<file path="src/rtl/player_entry_ctrl.sv">
`default_nettype none
// ============================================================================
//  Module   : player_entry_ctrl
//  Purpose  : Two-player nibble entry with hidden values, reveal and scoring.
//             Optional macro AUTO_NEXT_ROUND_EN adds a reveal auto-advance timer.
//  Revision : 1.0  initial release
// ============================================================================
module player_entry_ctrl #(
    parameter int unsigned DEBOUNCE_CYCLES = 500000,
    parameter int unsigned CNT_W           = 20,
    parameter int unsigned REVEAL_CYCLES   = 150000000
) (
    input  logic       clk,
    input  logic       rst,
    input  logic       p1_inc_n,
    input  logic       p1_lock_n,
    input  logic       p2_inc_n,
    input  logic       p2_lock_n,
    input  logic       new_round,
    output logic [3:0] player1,
    output logic [3:0] player2,
    output logic       p1_locked,
    output logic       p2_locked,
    output logic       reveal,
    output logic       match,
    output logic [3:0] round_cnt,
    output logic [3:0] score_match
);

    localparam int unsigned      c_n_btn   = 5;
    localparam logic [CNT_W-1:0] c_db_last = CNT_W'(DEBOUNCE_CYCLES - 1);

    typedef enum logic [0:0] {
        S_ENTRY  = 1'b0,
        S_REVEAL = 1'b1
    } state_t;

    // Bit order: 0 p1_inc, 1 p1_lock, 2 p2_inc, 3 p2_lock, 4 new_round (all active-high here)
    logic [c_n_btn-1:0] w_raw;
    logic [c_n_btn-1:0] w_press;

    assign w_raw = {new_round, ~p2_lock_n, ~p2_inc_n, ~p1_lock_n, ~p1_inc_n};

    genvar gi;
    generate
        for (gi = 0; gi < c_n_btn; gi++) begin : g_cond
            logic [1:0]       r_sync;
            logic [CNT_W-1:0] r_cnt;
            logic             r_level;
            logic             r_press;

            // Level flips only after DEBOUNCE_CYCLES consecutive samples disagree with it
            always_ff @(posedge clk) begin
                if (rst) begin
                    r_sync  <= 2'b00;
                    r_cnt   <= '0;
                    r_level <= 1'b0;
                    r_press <= 1'b0;
                end else begin
                    r_sync  <= {r_sync[0], w_raw[gi]};
                    r_press <= 1'b0;
                    if (r_sync[1] == r_level) begin
                        r_cnt <= '0;
                    end else if (r_cnt == c_db_last) begin
                        r_cnt   <= '0;
                        r_level <= r_sync[1];
                        r_press <= r_sync[1];
                    end else begin
                        r_cnt <= r_cnt + CNT_W'(1);
                    end
                end
            end

            assign w_press[gi] = r_press;
        end
    endgenerate

    state_t     r_state, w_state_nx;
    logic [3:0] r_v1, r_v2, w_v1_nx, w_v2_nx;
    logic       r_l1, r_l2, w_l1_nx, w_l2_nx;
    logic [3:0] r_player1, r_player2, w_player1_nx, w_player2_nx;
    logic       r_reveal, r_match, w_reveal_nx, w_match_nx;
    logic [3:0] r_round, r_score, w_round_nx, w_score_nx;
    logic       w_restart;

`ifdef AUTO_NEXT_ROUND_EN
    localparam int unsigned          c_tmr_w    = $clog2(REVEAL_CYCLES + 1);
    localparam logic [c_tmr_w-1:0]   c_tmr_last = c_tmr_w'(REVEAL_CYCLES - 1);
    logic [c_tmr_w-1:0] r_timer;
    logic               w_timeout;

    assign w_timeout = (r_state == S_REVEAL) && (r_timer == c_tmr_last);
    assign w_restart = w_press[4] | w_timeout;

    always_ff @(posedge clk) begin
        if (rst || r_state != S_REVEAL || w_restart) begin
            r_timer <= '0;
        end else begin
            r_timer <= r_timer + c_tmr_w'(1);
        end
    end
`else
    assign w_restart = w_press[4];

    // The reveal hold time only matters to the auto-advance timer
    if (REVEAL_CYCLES == 0) begin : g_reveal_cfg_unused
    end
`endif

    always_comb begin
        w_state_nx   = r_state;
        w_v1_nx      = r_v1;
        w_v2_nx      = r_v2;
        w_l1_nx      = r_l1;
        w_l2_nx      = r_l2;
        w_player1_nx = r_player1;
        w_player2_nx = r_player2;
        w_reveal_nx  = r_reveal;
        w_match_nx   = r_match;
        w_round_nx   = r_round;
        w_score_nx   = r_score;

        if (w_restart) begin
            w_state_nx   = S_ENTRY;
            w_v1_nx      = 4'd0;
            w_v2_nx      = 4'd0;
            w_l1_nx      = 1'b0;
            w_l2_nx      = 1'b0;
            w_player1_nx = 4'd0;
            w_player2_nx = 4'd0;
            w_reveal_nx  = 1'b0;
            w_match_nx   = 1'b0;
        end else if (r_state == S_ENTRY) begin
            // Increment is judged against the pre-lock flag so inc+lock keeps the increment
            if (w_press[0] && !r_l1) w_v1_nx = r_v1 + 4'd1;
            if (w_press[2] && !r_l2) w_v2_nx = r_v2 + 4'd1;
            w_l1_nx = r_l1 | w_press[1];
            w_l2_nx = r_l2 | w_press[3];
            if (w_l1_nx && w_l2_nx) begin
                w_state_nx   = S_REVEAL;
                w_player1_nx = w_v1_nx;
                w_player2_nx = w_v2_nx;
                w_reveal_nx  = 1'b1;
                w_match_nx   = (w_v1_nx == w_v2_nx);
                w_round_nx   = (r_round == 4'hF) ? r_round : r_round + 4'd1;
                if (w_v1_nx == w_v2_nx && r_score != 4'hF) w_score_nx = r_score + 4'd1;
            end
        end
    end

    always_ff @(posedge clk) begin
        if (rst) begin
            r_state   <= S_ENTRY;
            r_v1      <= 4'd0;
            r_v2      <= 4'd0;
            r_l1      <= 1'b0;
            r_l2      <= 1'b0;
            r_player1 <= 4'd0;
            r_player2 <= 4'd0;
            r_reveal  <= 1'b0;
            r_match   <= 1'b0;
            r_round   <= 4'd0;
            r_score   <= 4'd0;
        end else begin
            r_state   <= w_state_nx;
            r_v1      <= w_v1_nx;
            r_v2      <= w_v2_nx;
            r_l1      <= w_l1_nx;
            r_l2      <= w_l2_nx;
            r_player1 <= w_player1_nx;
            r_player2 <= w_player2_nx;
            r_reveal  <= w_reveal_nx;
            r_match   <= w_match_nx;
            r_round   <= w_round_nx;
            r_score   <= w_score_nx;
        end
    end

    assign player1     = r_player1;
    assign player2     = r_player2;
    assign p1_locked   = r_l1;
    assign p2_locked   = r_l2;
    assign reveal      = r_reveal;
    assign match       = r_match;
    assign round_cnt   = r_round;
    assign score_match = r_score;

endmodule
`default_nettype wire

</file>
<file path="config.mk">
export PLATFORM = sky130hd
export DESIGN_NAME = player_entry_ctrl
export DESIGN_NICKNAME = d
export VERILOG_FILES = /design/src/rtl/player_entry_ctrl.sv
export SDC_FILE = /design/constraint.sdc
export NUM_CORES = 1
export LEC_CHECK = 0
export BUFFER_PORTS_ARGS = -buffer_cell sky130_fd_sc_hd__clkbuf_2
export CAP_MARGIN = 20
export CELL_PAD_IN_SITES_DETAIL_PLACEMENT = 1
export CELL_PAD_IN_SITES_GLOBAL_PLACEMENT = 1
export CORE_MARGIN = 1
export CORE_UTILIZATION = 40
export DETAILED_ROUTE_END_ITERATION = 8
export PLACE_DENSITY_LB_ADDON = 0.1
export SYNTH_ARGS = -nofsm -noshare
export SYNTH_HDL_FRONTEND = slang
export SYNTH_SLANG_ARGS = --single-unit
</file>
<file path="constraint.sdc">
create_clock -name clk -period 3 [get_ports clk]
set_input_delay 0.6 -clock clk [delete_from_list [all_inputs] [get_ports clk]]
set_output_delay 0.6 -clock clk [all_outputs]
set_load 0.05 [all_outputs]
</file>
## After elaboration in Yosys (flattened, before gate mapping)

Cells that the tools add are included.

| cells by class | value |
|---|---|
| add/subtract/negate cells | 9 |
| equality and inequality tests | 13 |
| mux-type cells | 8 |
| bitwise logic cells | 19 |
| reductions and logical operators | 25 |

Operator list:

| kind | count |
|---|---|
| adder 20 x 1 -> 20 bit (second input constant) | 5 |
| == test 20 x 19 -> 1 bit (second input constant) | 5 |
| OR reduction 3 bit | 10 |
| two-way mux 4 bit | 6 |
| inverter 1 bit | 17 |
| adder 4 x 1 -> 4 bit (second input constant) | 4 |
| AND reduction 2 bit | 6 |
| AND reduction 4 bit | 2 |
| == test 1 bit | 5 |
| == test 4 bit | 1 |
| == test 4 bit (second input constant) | 1 |
| logical AND 1 bit | 4 |
| inequality test 4 bit (second input constant) | 1 |
| logical NOT 1 bit | 2 |
| two-way mux 1 bit | 2 |
| bitwise OR 1 bit | 2 |
| OR reduction 2 bit | 1 |

| storage, ports and cells | value |
|---|---|
| bits in registers | 149 |
| input port bits | 7 |
| output and inout port bits | 20 |
| logic and storage cells | 105 |

## Logic depth before layout (Yosys ltp)

| logic depth | value |
|---|---|
| depth after elaboration | 8 |
| depth in mapped cells | 7 |

## Least setup slack after synthesis

No wires, ideal clock.

| timing | value |
|---|---|
| path kind | reg2reg |
| start point | reg r_l1, in the netlist p1_locked |
| end point | reg r_score[0], in the netlist score_match[0] |
| setup time | 0.121 ns |
| data arrival time | 2.188 ns |
| setup slack | 0.691 ns |
| stages on the path, launching flop included | 7 |
| path buffers | 0 |
| clock period less this slack | 2.309 ns |
| cell sequence | dfxtp_1 nand2b_1 mux2i_1 xnor2_1 nand3_1 nor3b_1 mux2_2 |

| on the way | value |
|---|---|
| word-level cells in the longest chain between the ends | 8 |
| elaborated cells on any way between the ends | 10 |
| classes of those cells | 1 x eq/ne; 3 x mux; 1 x bitwise; 5 x reduce/logical |

Ends and longest elaborated chain:

| what | line | RTL |
|---|---|---|
| start, declared | 80 | `logic r_l1, r_l2, w_l1_nx, w_l2_nx;` |
| start signal, assigned | 168 | `r_l1 <= w_l1_nx;` |
| logical NOT 1 bit | 135 | `if (w_press[0] && !r_l1) w_v1_nx = r_v1 + 4'd1;` |
| logical AND 1 bit | 135 |  |
| two-way mux 4 bit | 135 |  |
| two-way mux 4 bit | 133 | `end else if (r_state == S_ENTRY) begin` |
| two-way mux 4 bit | 123 | `if (w_restart) begin` |
| == test 4 bit | 146 | `if (w_v1_nx == w_v2_nx && r_score != 4'hF) w_score_nx = r_score + 4'd1;` |
| logical AND 1 bit | 146 |  |
| AND reduction 4 bit (no line) (*) | -- |  |
| end signal, assigned | 175 | `r_score <= w_score_nx;` |
| end, declared | 83 | `logic [3:0] r_round, r_score, w_round_nx, w_score_nx;` |

Mark *: on every way between the ends. The rest lies on a longest branch, timed or not. The select of a mux whose other input is x is not followed.
A chain may end at the register's enable or synchronous reset.

## Worst setup path after layout

| timing | value |
|---|---|
| start point | reg g_cond[1].r_cnt[14] |
| end point | reg g_cond[1].r_cnt[5] |

| on the way | value |
|---|---|
| word-level cells in the longest chain between the ends | 2 |

Ends and longest elaborated chain:

| what | line | RTL |
|---|---|---|
| start, declared | 48 | `logic [CNT_W-1:0] r_cnt;` |
| start signal, assigned | 69 | `r_cnt <= r_cnt + CNT_W'(1);` |
| == test 20 x 19 -> 1 bit | 64 | `end else if (r_cnt == c_db_last) begin` |
| OR reduction 3 bit (no line) | -- |  |

No other way between the ends.

==> summary.md <==
- VDD IR-drop max: 426 uV
- last weighted congestion value of the routability-driven placer: 0.746
- TritonCTS Sinks: 149
- fraction of synthesized cell area taken by the top area cell type: 0.484
- Crit. End Element: register
- hpwl dp: 9.11 mm
- startpoint type of the worst setup path: register
- number of library cell types mapped by synthesis: 40
- FF-to-FF setup slack: 0.67 ns
- Die Height: 126 um
- Core Area: 15100 um^2
- final design instance area without fill: 7050 um^2
- most frequently used flop master after synthesis: sky130_fd_sc_hd__dfxtp_1
- Final Core Density: 0.465
- global-route wire length before repair: 22.5 mm
- LEAKAGE: 2.44 nW
- fraction of registers with async set/reset: 0
- Yosys warnings: 0
- first-pass iteration count of the detailed router: 5
- Final #Nets: 739
- instance count of the mapped netlist: 695
- all-layer global routing usage: 0.174
- share of final-layout standard cells stronger than drive strength 1: 0.0910
- detailed-route via count: 4653
- Required @ worst endpoint: 3.26 ns
- skew final: 0.00992 ns
- clock tree root driver cell: sky130_fd_sc_hd__clkbuf_16
- number of setup buffers added after CTS: 0
- synthesized area divided by synthesized cell count: 8.87 um^2
- FF-to-FF path depth: 4
- Placed Instance Area: 6460 um^2
- Fmax achieved: 0.429 GHz
- WL/cell: 13.8 um
- # fillers: 1763
- largest area contributor in the synthesized netlist: sky130_fd_sc_hd__dfxtp_1
- register area share after synthesis: 0.484
- max-slew violation total from the final report: 0
- worst hold path startpoint: p1_lock_n
- launch instance of the worst register-to-register path: g_cond[1].r_cnt[14]
- IO Port Bufs: 26
- Horiz. Die Dim: 126 um
- Reg clk slew, reported paths: 0.06 ns
- Skew-Pair Late Insertion Delay: 0.41 ns
- outcome: finished, final reports clean
- violation count after the first detailed-route iteration: 168
- number of top-level design ports: 27
- n_diodes: 0
- fin crit share: 0.778
- cell types with the largest area share after synthesis: sky130_fd_sc_hd__dfxtp_1 48%, sky130_fd_sc_hd__nor2_1 11%, sky130_fd_sc_hd__xor2_1 9.4%, sky130_fd_sc_hd__xnor2_1 6.5%, sky130_fd_sc_hd__nand3_1 3.3%
- headroom to the max-slew limit: 0.340
- startpoint of the worst setup timing path: g_cond[1].r_cnt[14]
- Hold Worst Slack: 0.334 ns
- max capacitance violation total: 0
- die area: 15900 um^2
- Worst Setup EP: g_cond[1].r_cnt[5]
- Total Neg Setup Slack: 0 ns
- setup repair after global routing missed its margin: no
- net count after synthesis: 711
- shortest clock period the worst path allows after layout: 2.33 ns
- count of H-tree levels built during CTS: 4
- maximum root-to-sink buffer count: 2
- area added between synthesis and finish: 14.3%
- Routed Wire Length: 12.8 mm
- Seq cells post-synth: 149
- kind of critical path: reg2reg
- number of enable flip-flop cells after synthesis: 0
- total global routing overflow: 0
- Routed Antenna Nets: 0
- ratio of total power to cell area: 583 nW/um^2
- CTS Buf Count: 17
- DRC violation count after routing: 0
- maximum number of pins on one net before global-route repair: 24
- Reg2Reg Capture Point: g_cond[1].r_cnt[5]
- initial antenna violation count: 0
- via count of the first global-routing pass: 4820
- vias per inst: 5.04
- data arrival time of the critical path: 2.59 ns
- Worst Tran Pin Value: 0.986 ns
- number of gates resized after CTS: 0
- clock tree from TritonCTS: done
- Hold Vio Cnt, Final: 0
- final setup violating endpoints: 0
- std cell rows: 45
- class of the tightest hold or removal check: in2reg
- post-cts hold buffer count: 0
- maximum net fanout on the critical path: 19
- effective utilization at floorplan: 0.407
- combined area of all synthesized cells: 6170 um^2
==> cell usage after synthesis (all sizes together), types with 2 or more instances <==
master and count:
a311oi 2, nor2 175, a211oi 8, a21oi 7, nand3 41, mux2i 9
xor2 66, nand4 25, or3 6, and3 12, nor4b 4, nor3 17
and4 6, nand2b 6, inv 9, buf 6, o21ai 2, or4 4
or2 3, nor4 7, dfxtp 149, nand2 44, nand3b 2, xnor2 46
mux2 3, ha 9, clkbuf 12, nor2b 10
==> through the flow <==
step	std cells	total power, mW	setup WS (ns)
finish	924	4.11	0.667
global route	924	4.27	0.393
CTS	924	4.17	0.622
detailed placement	892	2.08	0.680
global placement	892	2.08	0.788
floorplan	695	2.06	0.691
==> cells in the final DEF, fill, tap and decap left out, types with 6 or more instances in the layout <==
| master | n |
|---|---|
| sky130_fd_sc_hd__nor2_1 | 175 |
| sky130_fd_sc_hd__dfxtp_1 | 149 |
| sky130_fd_sc_hd__xor2_1 | 66 |
| sky130_fd_sc_hd__xnor2_1 | 46 |
| sky130_fd_sc_hd__nand2_1 | 43 |
| sky130_fd_sc_hd__nand3_1 | 41 |
| sky130_fd_sc_hd__clkbuf_2 | 26 |
| sky130_fd_sc_hd__nand4_1 | 25 |
| sky130_fd_sc_hd__nor3_1 | 17 |
| sky130_fd_sc_hd__clkbuf_16 | 17 |
| sky130_fd_sc_hd__and3_1 | 12 |
| sky130_fd_sc_hd__nor2b_1 | 10 |
| sky130_fd_sc_hd__inv_1 | 9 |
| sky130_fd_sc_hd__mux2i_1 | 9 |
| sky130_fd_sc_hd__ha_1 | 9 |
| sky130_fd_sc_hd__a211oi_1 | 8 |
| sky130_fd_sc_hd__nor4_1 | 7 |
| sky130_fd_sc_hd__a21oi_1 | 7 |
| sky130_fd_sc_hd__nand2b_1 | 6 |
==> power breakdown <==
group | internal (mW) | switching (mW) | total (mW)
Sequential | 1.99 | 0.00535 | 1.99
Clock | 1.26 | 0.817 | 2.08
Combinational | 0.0118 | 0.0283 | 0.0401
Total | 3.26 | 0.850 | 4.11
==> area by class of cell <==
type | count | area, um^2 | share of cell area
clock buffer | 19 | 453 | 0.0643
clock inverter | 13 | 133 | 0.0188
inverter | 9 | 33.8 | 0.00479
multi-input combinational | 519 | 3070 | 0.436
sequential | 149 | 2980 | 0.423
tap | 188 | 235 | 0.0334
timing repair buffer | 27 | 138 | 0.0195
==> kinds of logic after synthesis <==
family | Yosys count | synth area share
fa+ha+maj | 9 | 0.0183
mux | 12 | 0.0201
flops | 149 | 0.484
compound gates | 21 | 0.0221
simple gates | 365 | 0.279
xor+xnor | 112 | 0.159
buf+inv | 27 | 0.0183
==> flip-flops by register name, indices dropped and copies added, names as in the netlist, 5 cells and up <==
| signal | cells |
|---|---|
| g_cond.r_level | 5 |
| g_cond.r_cnt | 100 |
| g_cond.r_press | 5 |
| g_cond.r_sync | 10 |
==> critical path, cell delays in order, from the launching register on <==
cell                      delay (ns)
sky130_fd_sc_hd__dfxtp_1        0.36
sky130_fd_sc_hd__or4_1          0.53
sky130_fd_sc_hd__nor4_1         0.51
sky130_fd_sc_hd__or2_1          0.64
sky130_fd_sc_hd__nor2_1         0.14
==> worst min-delay path by stage <==
stage / to / slack [ns] / depth (start not counted)
2_1_floorplan: g_cond[0].r_sync[1] / 0.41 / 1
3_3_place_gp: g_cond[3].r_sync[1] / 0.43 / 1
3_5_place_dp: g_cond[4].r_sync[1] / 0.44 / 1
4_1_cts: g_cond[1].r_sync[0] / 0.32 / 2
5_1_grt: g_cond[1].r_sync[0] / 0.32 / 2
6_report: g_cond[1].r_sync[0] / 0.33 / 2
==> layer usage <==
layer	GRT usage	vias up	part of all wire
li1	-	2377	-
met1	0.222	2233	0.50
met2	0.291	41	0.48
met3	0.0497	2	0.023
met4	0.0425	0	0.0046
met5	0	-	0
No activity file was read; power rests on OpenSTA's default activity.
